## config.mk

```make
export PLATFORM = sky130hd
export DESIGN_NAME = spi_sniff_kalman_hub
export DESIGN_NICKNAME = d
export VERILOG_FILES = /design/src/rtl/kf_hub_pkg.sv /design/src/rtl/spi_sniff_rx.sv /design/src/rtl/spi_sniff_kalman_hub.sv
export SDC_FILE = /design/constraint.sdc
export NUM_CORES = 1
export LEC_CHECK = 0
export ABC_AREA = 1
export CORE_ASPECT_RATIO = 2
export CORE_UTILIZATION = 61
export CTS_CLUSTER_DIAMETER = 200
export CTS_CLUSTER_SIZE = 40
export DETAILED_ROUTE_END_ITERATION = 16
export PLACE_DENSITY_LB_ADDON = 0.15
export SYNTH_ARGS = -nofsm -noshare
export SYNTH_HDL_FRONTEND = slang
export SYNTH_HIERARCHICAL = 1
export SYNTH_SLANG_ARGS = --single-unit
```

## constraint.sdc

```tcl
create_clock -name clk -period 4.9 [get_ports clk]
set_input_delay 0.49 -clock clk [delete_from_list [all_inputs] [get_ports clk]]
set_output_delay 0.49 -clock clk [all_outputs]
set_load 0.03 [all_outputs]
```

## src/rtl/kf_hub_pkg.sv

```systemverilog
// kf_hub_pkg -- shared types and helpers for the SPI sniffer / Kalman hub.
//
// Contents:
//   state_e    : hub FSM states (IDLE, SHIFT, FILTER)
//   kf_ch_w()  : width of a channel index for a given channel count (min 1)
//   kf_diff_t  : signed difference type for the innovation z - x
//
// kf_diff_t carries KF_MAX_DATA_W+1 bits. For any DATA_W up to
// KF_MAX_DATA_W, both operands are sign-extended into it, so the
// difference, the arithmetic shift and the update behave exactly as they
// would in a DATA_W+1 bit signed type.
package kf_hub_pkg;

  typedef enum logic [1:0] {
    ST_IDLE   = 2'd0,
    ST_SHIFT  = 2'd1,
    ST_FILTER = 2'd2
  } state_e;

  localparam int KF_MAX_DATA_W = 32;

  typedef logic signed [KF_MAX_DATA_W:0] kf_diff_t;

  function automatic int kf_ch_w(input int num_ch);
    return (num_ch > 1) ? $clog2(num_ch) : 1;
  endfunction

endpackage

```

## src/rtl/spi_sniff_rx.sv

```systemverilog
// spi_sniff_rx -- passive SPI mode-0 receiver for the Kalman hub.
//
// Synchronises sck/cs/miso into the clk domain, detects sck rising and cs
// falling/rising edges, and shifts miso in MSB first while a frame is open.
//
// Ports:
//   clk, rst     : system clock, synchronous active-high reset
//   sck, cs, miso: raw asynchronous SPI lines (cs active-low)
//   cs_fall      : one-cycle pulse, frame start
//   cs_rise      : one-cycle pulse, frame end
//   word         : assembled word, meaningful while word_valid is high
//   word_valid   : one-cycle pulse, DATA_W bits received
//   abort        : one-cycle pulse, frame closed with a partial word
//
// The cs synchroniser resets to 0 (asserted). If reset hits mid-frame with
// cs still low no edge is seen, so bits are ignored until cs has gone high
// and then low again. An idle-high cs only produces a harmless rise.
module spi_sniff_rx
  import kf_hub_pkg::*;
#(
  parameter int DATA_W      = 16,
  parameter int SYNC_STAGES = 2
) (
  input  logic              clk,
  input  logic              rst,
  input  logic              sck,
  input  logic              cs,
  input  logic              miso,
  output logic              cs_fall,
  output logic              cs_rise,
  output logic [DATA_W-1:0] word,
  output logic              word_valid,
  output logic              abort
);

  localparam int BIT_W = $clog2(DATA_W);

  logic [SYNC_STAGES-1:0] sck_sync_q, sck_sync_d;
  logic [SYNC_STAGES-1:0] cs_sync_q, cs_sync_d;
  logic [SYNC_STAGES-1:0] miso_sync_q, miso_sync_d;
  logic                   sck_prev_q, sck_prev_d;
  logic                   cs_prev_q, cs_prev_d;
  logic                   in_frame_q, in_frame_d;
  logic [BIT_W-1:0]       bit_cnt_q, bit_cnt_d;
  logic [DATA_W-2:0]      shift_q, shift_d;

  logic sck_s, cs_s, miso_s, sck_rise;

  always_comb begin
    sck_sync_d  = {sck_sync_q[SYNC_STAGES-2:0], sck};
    cs_sync_d   = {cs_sync_q[SYNC_STAGES-2:0], cs};
    miso_sync_d = {miso_sync_q[SYNC_STAGES-2:0], miso};

    sck_s  = sck_sync_q[SYNC_STAGES-1];
    cs_s   = cs_sync_q[SYNC_STAGES-1];
    miso_s = miso_sync_q[SYNC_STAGES-1];

    sck_prev_d = sck_s;
    cs_prev_d  = cs_s;

    sck_rise = sck_s & ~sck_prev_q;
    cs_fall  = cs_prev_q & ~cs_s;
    cs_rise  = ~cs_prev_q & cs_s;

    // miso travels through the same number of stages as sck, so the
    // synchronised data bit lines up with the synchronised clock edge.
    word       = {shift_q, miso_s};
    word_valid = 1'b0;
    abort      = 1'b0;
    in_frame_d = in_frame_q;
    bit_cnt_d  = bit_cnt_q;
    shift_d    = shift_q;

    if (cs_fall) begin
      in_frame_d = 1'b1;
      bit_cnt_d  = '0;
      shift_d    = '0;
    end else if (cs_rise) begin
      in_frame_d = 1'b0;
      bit_cnt_d  = '0;
      abort      = in_frame_q && (bit_cnt_q != '0);
    end else if (in_frame_q && sck_rise) begin
      shift_d = word[DATA_W-2:0];
      if (bit_cnt_q == BIT_W'(DATA_W - 1)) begin
        word_valid = 1'b1;
        bit_cnt_d  = '0;
      end else begin
        bit_cnt_d = bit_cnt_q + BIT_W'(1);
      end
    end
  end

  always_ff @(posedge clk) begin
    if (rst) begin
      sck_sync_q  <= '0;
      cs_sync_q   <= '0;
      miso_sync_q <= '0;
      sck_prev_q  <= 1'b0;
      cs_prev_q   <= 1'b0;
      in_frame_q  <= 1'b0;
      bit_cnt_q   <= '0;
      shift_q     <= '0;
    end else begin
      sck_sync_q  <= sck_sync_d;
      cs_sync_q   <= cs_sync_d;
      miso_sync_q <= miso_sync_d;
      sck_prev_q  <= sck_prev_d;
      cs_prev_q   <= cs_prev_d;
      in_frame_q  <= in_frame_d;
      bit_cnt_q   <= bit_cnt_d;
      shift_q     <= shift_d;
    end
  end

endmodule

```

## src/rtl/spi_sniff_kalman_hub.sv

```systemverilog
// spi_sniff_kalman_hub -- sniffs an RP2350 SPI sensor bus and runs a
// steady-state scalar Kalman filter (gain 2^-GAIN_SHIFT) per channel.
//
// Each CS frame carries up to NUM_CH signed DATA_W-bit words; word i updates
// channel i. Every filtered estimate is offered on a valid/ready output.
//
// Ports:
//   clk, rst                  : system clock, synchronous active-high reset
//   rp2350_sck/cs/miso        : sniffed SPI lines (asynchronous, cs active-low)
//   out_data, out_ch          : filtered estimate and its channel
//   out_valid, out_ready      : output handshake
//   frame_err                 : sticky, partial word or too many words
//   ovf_err                   : sticky, result dropped while output full
//   err_clr                   : pulse clearing both sticky flags
//   dbg_state                 : current FSM state
//
// Optional build macro KF_FIRST_SAMPLE_INIT_EN: a channel's first word after
// reset loads the state directly instead of filtering from 0.
//
// Handshake: out_valid/out_data/out_ch stay stable until a cycle with
// out_valid && out_ready; that cycle is the transfer. A result finishing in
// a transfer cycle replaces the outgoing one; a result finishing while
// out_valid && !out_ready is dropped and flags ovf_err.
module spi_sniff_kalman_hub
  import kf_hub_pkg::*;
#(
  parameter int DATA_W      = 16,
  parameter int NUM_CH      = 3,
  parameter int GAIN_SHIFT  = 3,
  parameter int SYNC_STAGES = 2
) (
  input  logic                       clk,
  input  logic                       rst,
  input  logic                       rp2350_sck,
  input  logic                       rp2350_cs,
  input  logic                       rp2350_miso,
  output logic [DATA_W-1:0]          out_data,
  output logic [kf_ch_w(NUM_CH)-1:0] out_ch,
  output logic                       out_valid,
  input  logic                       out_ready,
  output logic                       frame_err,
  output logic                       ovf_err,
  input  logic                       err_clr,
  output state_e                     dbg_state
);

  localparam int              CH_W    = kf_ch_w(NUM_CH);
  localparam logic [CH_W-1:0] LAST_CH = CH_W'(NUM_CH - 1);

  logic              cs_fall, cs_rise, word_valid, abort;
  logic [DATA_W-1:0] word;

  spi_sniff_rx #(
    .DATA_W     (DATA_W),
    .SYNC_STAGES(SYNC_STAGES)
  ) u_rx (
    .clk       (clk),
    .rst       (rst),
    .sck       (rp2350_sck),
    .cs        (rp2350_cs),
    .miso      (rp2350_miso),
    .cs_fall   (cs_fall),
    .cs_rise   (cs_rise),
    .word      (word),
    .word_valid(word_valid),
    .abort     (abort)
  );

  state_e                   state_q, state_d;
  logic [CH_W-1:0]          ch_idx_q, ch_idx_d;
  // Set once the last channel of the frame has been filtered; any further
  // word in the same frame is an excess word.
  logic                     frame_full_q, frame_full_d;
  logic signed [DATA_W-1:0] z_q, z_d;
  logic signed [DATA_W-1:0] x_q [NUM_CH];
  logic signed [DATA_W-1:0] x_d [NUM_CH];
  logic [DATA_W-1:0]        out_data_q, out_data_d;
  logic [CH_W-1:0]          out_ch_q, out_ch_d;
  logic                     out_valid_q, out_valid_d;
  logic                     frame_err_q, frame_err_d;
  logic                     ovf_err_q, ovf_err_d;
`ifdef KF_FIRST_SAMPLE_INIT_EN
  logic [NUM_CH-1:0]        primed_q, primed_d;
`endif

  logic signed [DATA_W-1:0] x_cur, x_new;
  kf_diff_t                 diff;
  logic                     frame_evt, ovf_evt;

  always_comb begin
    state_d      = state_q;
    ch_idx_d     = ch_idx_q;
    frame_full_d = frame_full_q;
    z_d          = z_q;
    x_d          = x_q;
    out_data_d   = out_data_q;
    out_ch_d     = out_ch_q;
    out_valid_d  = out_valid_q;
    frame_err_d  = frame_err_q;
    ovf_err_d    = ovf_err_q;
    frame_evt    = abort;
    ovf_evt      = 1'b0;
`ifdef KF_FIRST_SAMPLE_INIT_EN
    primed_d     = primed_q;
`endif

    // x + ((z - x) >>> K): the arithmetic shift floors toward -inf and the
    // result always lies between x and z, so the truncation cannot wrap.
    x_cur = x_q[ch_idx_q];
    diff  = kf_diff_t'(z_q) - kf_diff_t'(x_cur);
    x_new = DATA_W'(kf_diff_t'(x_cur) + (diff >>> GAIN_SHIFT));
`ifdef KF_FIRST_SAMPLE_INIT_EN
    if (!primed_q[ch_idx_q]) begin
      x_new = z_q;
    end
`endif

    case (state_q)
      ST_IDLE: begin
        state_d = ST_IDLE;
      end
      ST_SHIFT: begin
        if (word_valid) begin
          if (frame_full_q) begin
            frame_evt = 1'b1;
          end else begin
            z_d     = word;
            state_d = ST_FILTER;
          end
        end
      end
      ST_FILTER: begin
        x_d[ch_idx_q] = x_new;
`ifdef KF_FIRST_SAMPLE_INIT_EN
        primed_d[ch_idx_q] = 1'b1;
`endif
        if (ch_idx_q == LAST_CH) begin
          frame_full_d = 1'b1;
        end else begin
          ch_idx_d = ch_idx_q + CH_W'(1);
        end
        state_d = ST_SHIFT;
      end
      default: begin
        state_d = ST_IDLE;
      end
    endcase

    // Frame edges override whatever the state decided.
    if (cs_rise) begin
      state_d = ST_IDLE;
    end
    if (cs_fall) begin
      state_d      = ST_SHIFT;
      ch_idx_d     = '0;
      frame_full_d = 1'b0;
    end

    if (state_q == ST_FILTER) begin
      if (!out_valid_q || out_ready) begin
        out_data_d  = x_new;
        out_ch_d    = ch_idx_q;
        out_valid_d = 1'b1;
      end else begin
        ovf_evt = 1'b1;
      end
    end else if (out_valid_q && out_ready) begin
      out_valid_d = 1'b0;
    end

    // Clear first so a coincident error event wins.
    if (err_clr) begin
      frame_err_d = 1'b0;
      ovf_err_d   = 1'b0;
    end
    if (frame_evt) begin
      frame_err_d = 1'b1;
    end
    if (ovf_evt) begin
      ovf_err_d = 1'b1;
    end
  end

  always_ff @(posedge clk) begin
    if (rst) begin
      state_q      <= ST_IDLE;
      ch_idx_q     <= '0;
      frame_full_q <= 1'b0;
      z_q          <= '0;
      x_q          <= '{default: '0};
      out_data_q   <= '0;
      out_ch_q     <= '0;
      out_valid_q  <= 1'b0;
      frame_err_q  <= 1'b0;
      ovf_err_q    <= 1'b0;
`ifdef KF_FIRST_SAMPLE_INIT_EN
      primed_q     <= '0;
`endif
    end else begin
      state_q      <= state_d;
      ch_idx_q     <= ch_idx_d;
      frame_full_q <= frame_full_d;
      z_q          <= z_d;
      x_q          <= x_d;
      out_data_q   <= out_data_d;
      out_ch_q     <= out_ch_d;
      out_valid_q  <= out_valid_d;
      frame_err_q  <= frame_err_d;
      ovf_err_q    <= ovf_err_d;
`ifdef KF_FIRST_SAMPLE_INIT_EN
      primed_q     <= primed_d;
`endif
    end
  end

  assign out_data  = out_data_q;
  assign out_ch    = out_ch_q;
  assign out_valid = out_valid_q;
  assign frame_err = frame_err_q;
  assign ovf_err   = ovf_err_q;
  assign dbg_state = state_q;

endmodule

```

==> results.ini <==
[setup_path]
arrival_ps=4950
cp-end-kind=register
required_ps=5270
crit_type=register to register
cp_max_fo=18
cp-start-kind=register
rrSetupSlack_ps=320

[sta]
period_needed_ps=4580
rsz0062_at_grt=no
slew_violations=0
tns_ps=0
clock.fmax_ghz=0.218
setup_ws_ps=317
slew_headroom_pct=25.6
tightest_slew_ps=1110
finalHoldViolations=0
finalClockSkew_ps=8.29
setup-violations-final=0
min_period_over_period_pct=93.5

[yosys]
netlist_top_cells_area=dfxtp_1 37%, nor2_1 9.5%, inv_1 8.3%
synth_top_area_share_pct=36.6
synth.net_count=954
synth_area_leader_cell=dfxtp_1
netlist_top_cells_count=164 x nor2_1, 142 x inv_1, 118 x dfxtp_1, 110 x nand2_1, 75 x o21ai_0
syn_inst=906
syn_area_per_cell_um2=7.12
synth_enable_flop_cells=0
yosysSeqAreaShare_pct=36.6
synth_ff_type=dfxtp_1
syn_area_um2=6450
synth_cell_type_count=44
synth_most_common_cell=nor2_1
ys.warnings.count=6
synth-seq-cells=118
async_flop_share_pct=0

[clock_tree]
cts_resized=0
clock_path_buffers=2
cts_max_level=4
cts_hold_buf=0
clk_pin_slew_worst_paths_ps=60
cts_tree=yes
clk_latency_ps=420
cts_sinks=118
cts_setup_buffers=0
cts.root.buffer_cell=clkbuf_16
cts_inserted_buffers=17

[run]
drv_cap=0

[cells_and_area]
instances_no_fill=1079
multi_input_comb_area_um2=3370
layout.nets=979
nFillCells=898
area_growth_pct=15.1
drive_gt1_share_pct=7.20
antenna_cells=0
fin_util_pct=72.6
ff_latch_area_um2=2360

[drt]
drt_wl_total_um=17300
drtIter0Drc=410
highest_layer=met4
wire_per_inst_um=16.0
drc=0
wirelength_met1_um=6240
postRouteAntennaNets=0
first_pass_iters=6
vias=5949
vias_per_cell=5.51
wl_met2_um=9360
wl_met3_um=714

[placed_design]
placedCellCount=1047
pre_cts_slack_ps=337
io_buffers=29
dp_hpwl_um=12800
place.gp.congestion=0.973

[floorplan]
die_h_um=147
coreArea_um2=10200
start_util_pct=63.1
ios=30
num_rows=52
dieWidth_um=74.7
dieArea_um2=11000

[hold_path]
hold_path.class=register to register

[global_route]
grt_max_degree=41
grt_pass1_wl_um=28300
antenna_found_initial=0
grt-ovfl-total=0
grt_pass1_vias=5894
grt_usage_pct=34.2

[power]
peakVddDrop_v=0.000402
p_per_area_nw_per_um2=441
total_power_mw=3.27
p_leak_nw=3.54

[status]
status=finished clean

-- final cells by class --
| type | instances | share of cell area [%] |
|---|---|---|
| Multi-Input combinational cell | 609 | 45.5 |
| Sequential cell | 118 | 31.8 |
| Clock buffer | 19 | 6.11 |
| Inverter | 146 | 7.42 |
| Timing Repair Buffer | 39 | 4.92 |
| Clock inverter | 13 | 1.97 |
| Tap cell | 135 | 2.28 |
-- sequential cells by signal, indices dropped and copies added (netlist names) --
signal and flops:
x_q 48, out_data 16, z_q 16, u_rx/shift_q 15, u_rx/bit_cnt_q 4, ch_idx_q 2, dbg_state 2, out_ch 2
u_rx/cs_sync_q 2, u_rx/miso_sync_q 2, u_rx/sck_sync_q 2, frame_err 1, frame_full_q 1, out_valid 1, ovf_err 1, u_rx/cs_prev_q 1
u_rx/in_frame_q 1, u_rx/sck_prev_q 1
-- per-stage QoR --
stage,cell area [µm²],hold WS [ps]
5_1_grt,7420,417
3_3_place_gp,6810,389
6_report,7420,402
4_1_cts,7410,403
2_1_floorplan,6450,388
3_5_place_dp,6810,395
-- report_power, final --
part	internal (mW)	switching, mW
Clock	0.781	0.485
Sequential	0.981	0.0127
Combinational	0.326	0.688
Total	2.09	1.19
-- metal layers --
metal / track usage, % / vias to the layer above
met2: 61.7 / 176
met4: 19.8 / 0
met3: 6.27 / 64
met5: 0 / -
met1: 35.1 / 2777
li1: - / 2932
-- worst paths after layout --
kind,startpoint,end,cells after the start
max,ch_idx_q[1],x_q[43],25
min,u_rx/cs_sync_q[0],u_rx/cs_sync_q[1],2
max reg2reg,ch_idx_q[1],x_q[43],25
min reg2reg,u_rx/cs_sync_q[0],u_rx/cs_sync_q[1],2
-- placed cells by master (no fill, tap or decap), types with 3 or more instances in the layout --
cell type,n
a21oi_1,67
o21bai_1,22
xor2_1,15
a21o_1,3
o21ai_1,10
xnor2_1,8
dfxtp_1,118
nand2_2,6
o211ai_1,10
inv_1,142
nand3_1,28
nor2_1,164
nand2_4,3
clkdlybuf4s50_1,29
clkbuf_16,17
buf_4,10
a211oi_1,3
nand2_1,110
clkinv_4,3
ha_1,40
nand3_2,4
o21a_1,15
inv_6,4
o21ai_0,75
clkinv_1,3
-- cells by family (layout without fill, tap and decap cells) --
| logic type | Yosys count | count (layout) | synth area share, % |
|---|---|---|---|
| buf+inv | 179 | 217 | 11.2 |
| flops | 118 | 118 | 36.6 |
| simple gates | 331 | 331 | 21.8 |
| fa+ha+maj | 41 | 41 | 8.07 |
| xor+xnor | 24 | 24 | 3.26 |
| compound gates | 213 | 213 | 19.0 |
-- critical path, cell delays in order, from the launching register on --
cell	delay, ps
dfxtp_1	410
clkinv_1	80
buf_4	260
nor2_1	80
nor2_1	240
o21a_1	280
inv_1	70
ha_1	200
a21oi_1	180
o21ai_0	120
a21oi_1	270
o21ai_0	150
xnor2_1	150
inv_1	60
ha_1	300
inv_1	90
o21bai_1	80
a21oi_2	310
o21ai_2	160
nand2_1	80
nand2_1	50
a21oi_1	260
o21ai_1	140
xor2_2	320
o21bai_1	110
inv_1	70
Note: power is estimated with default switching activity, not from simulation.
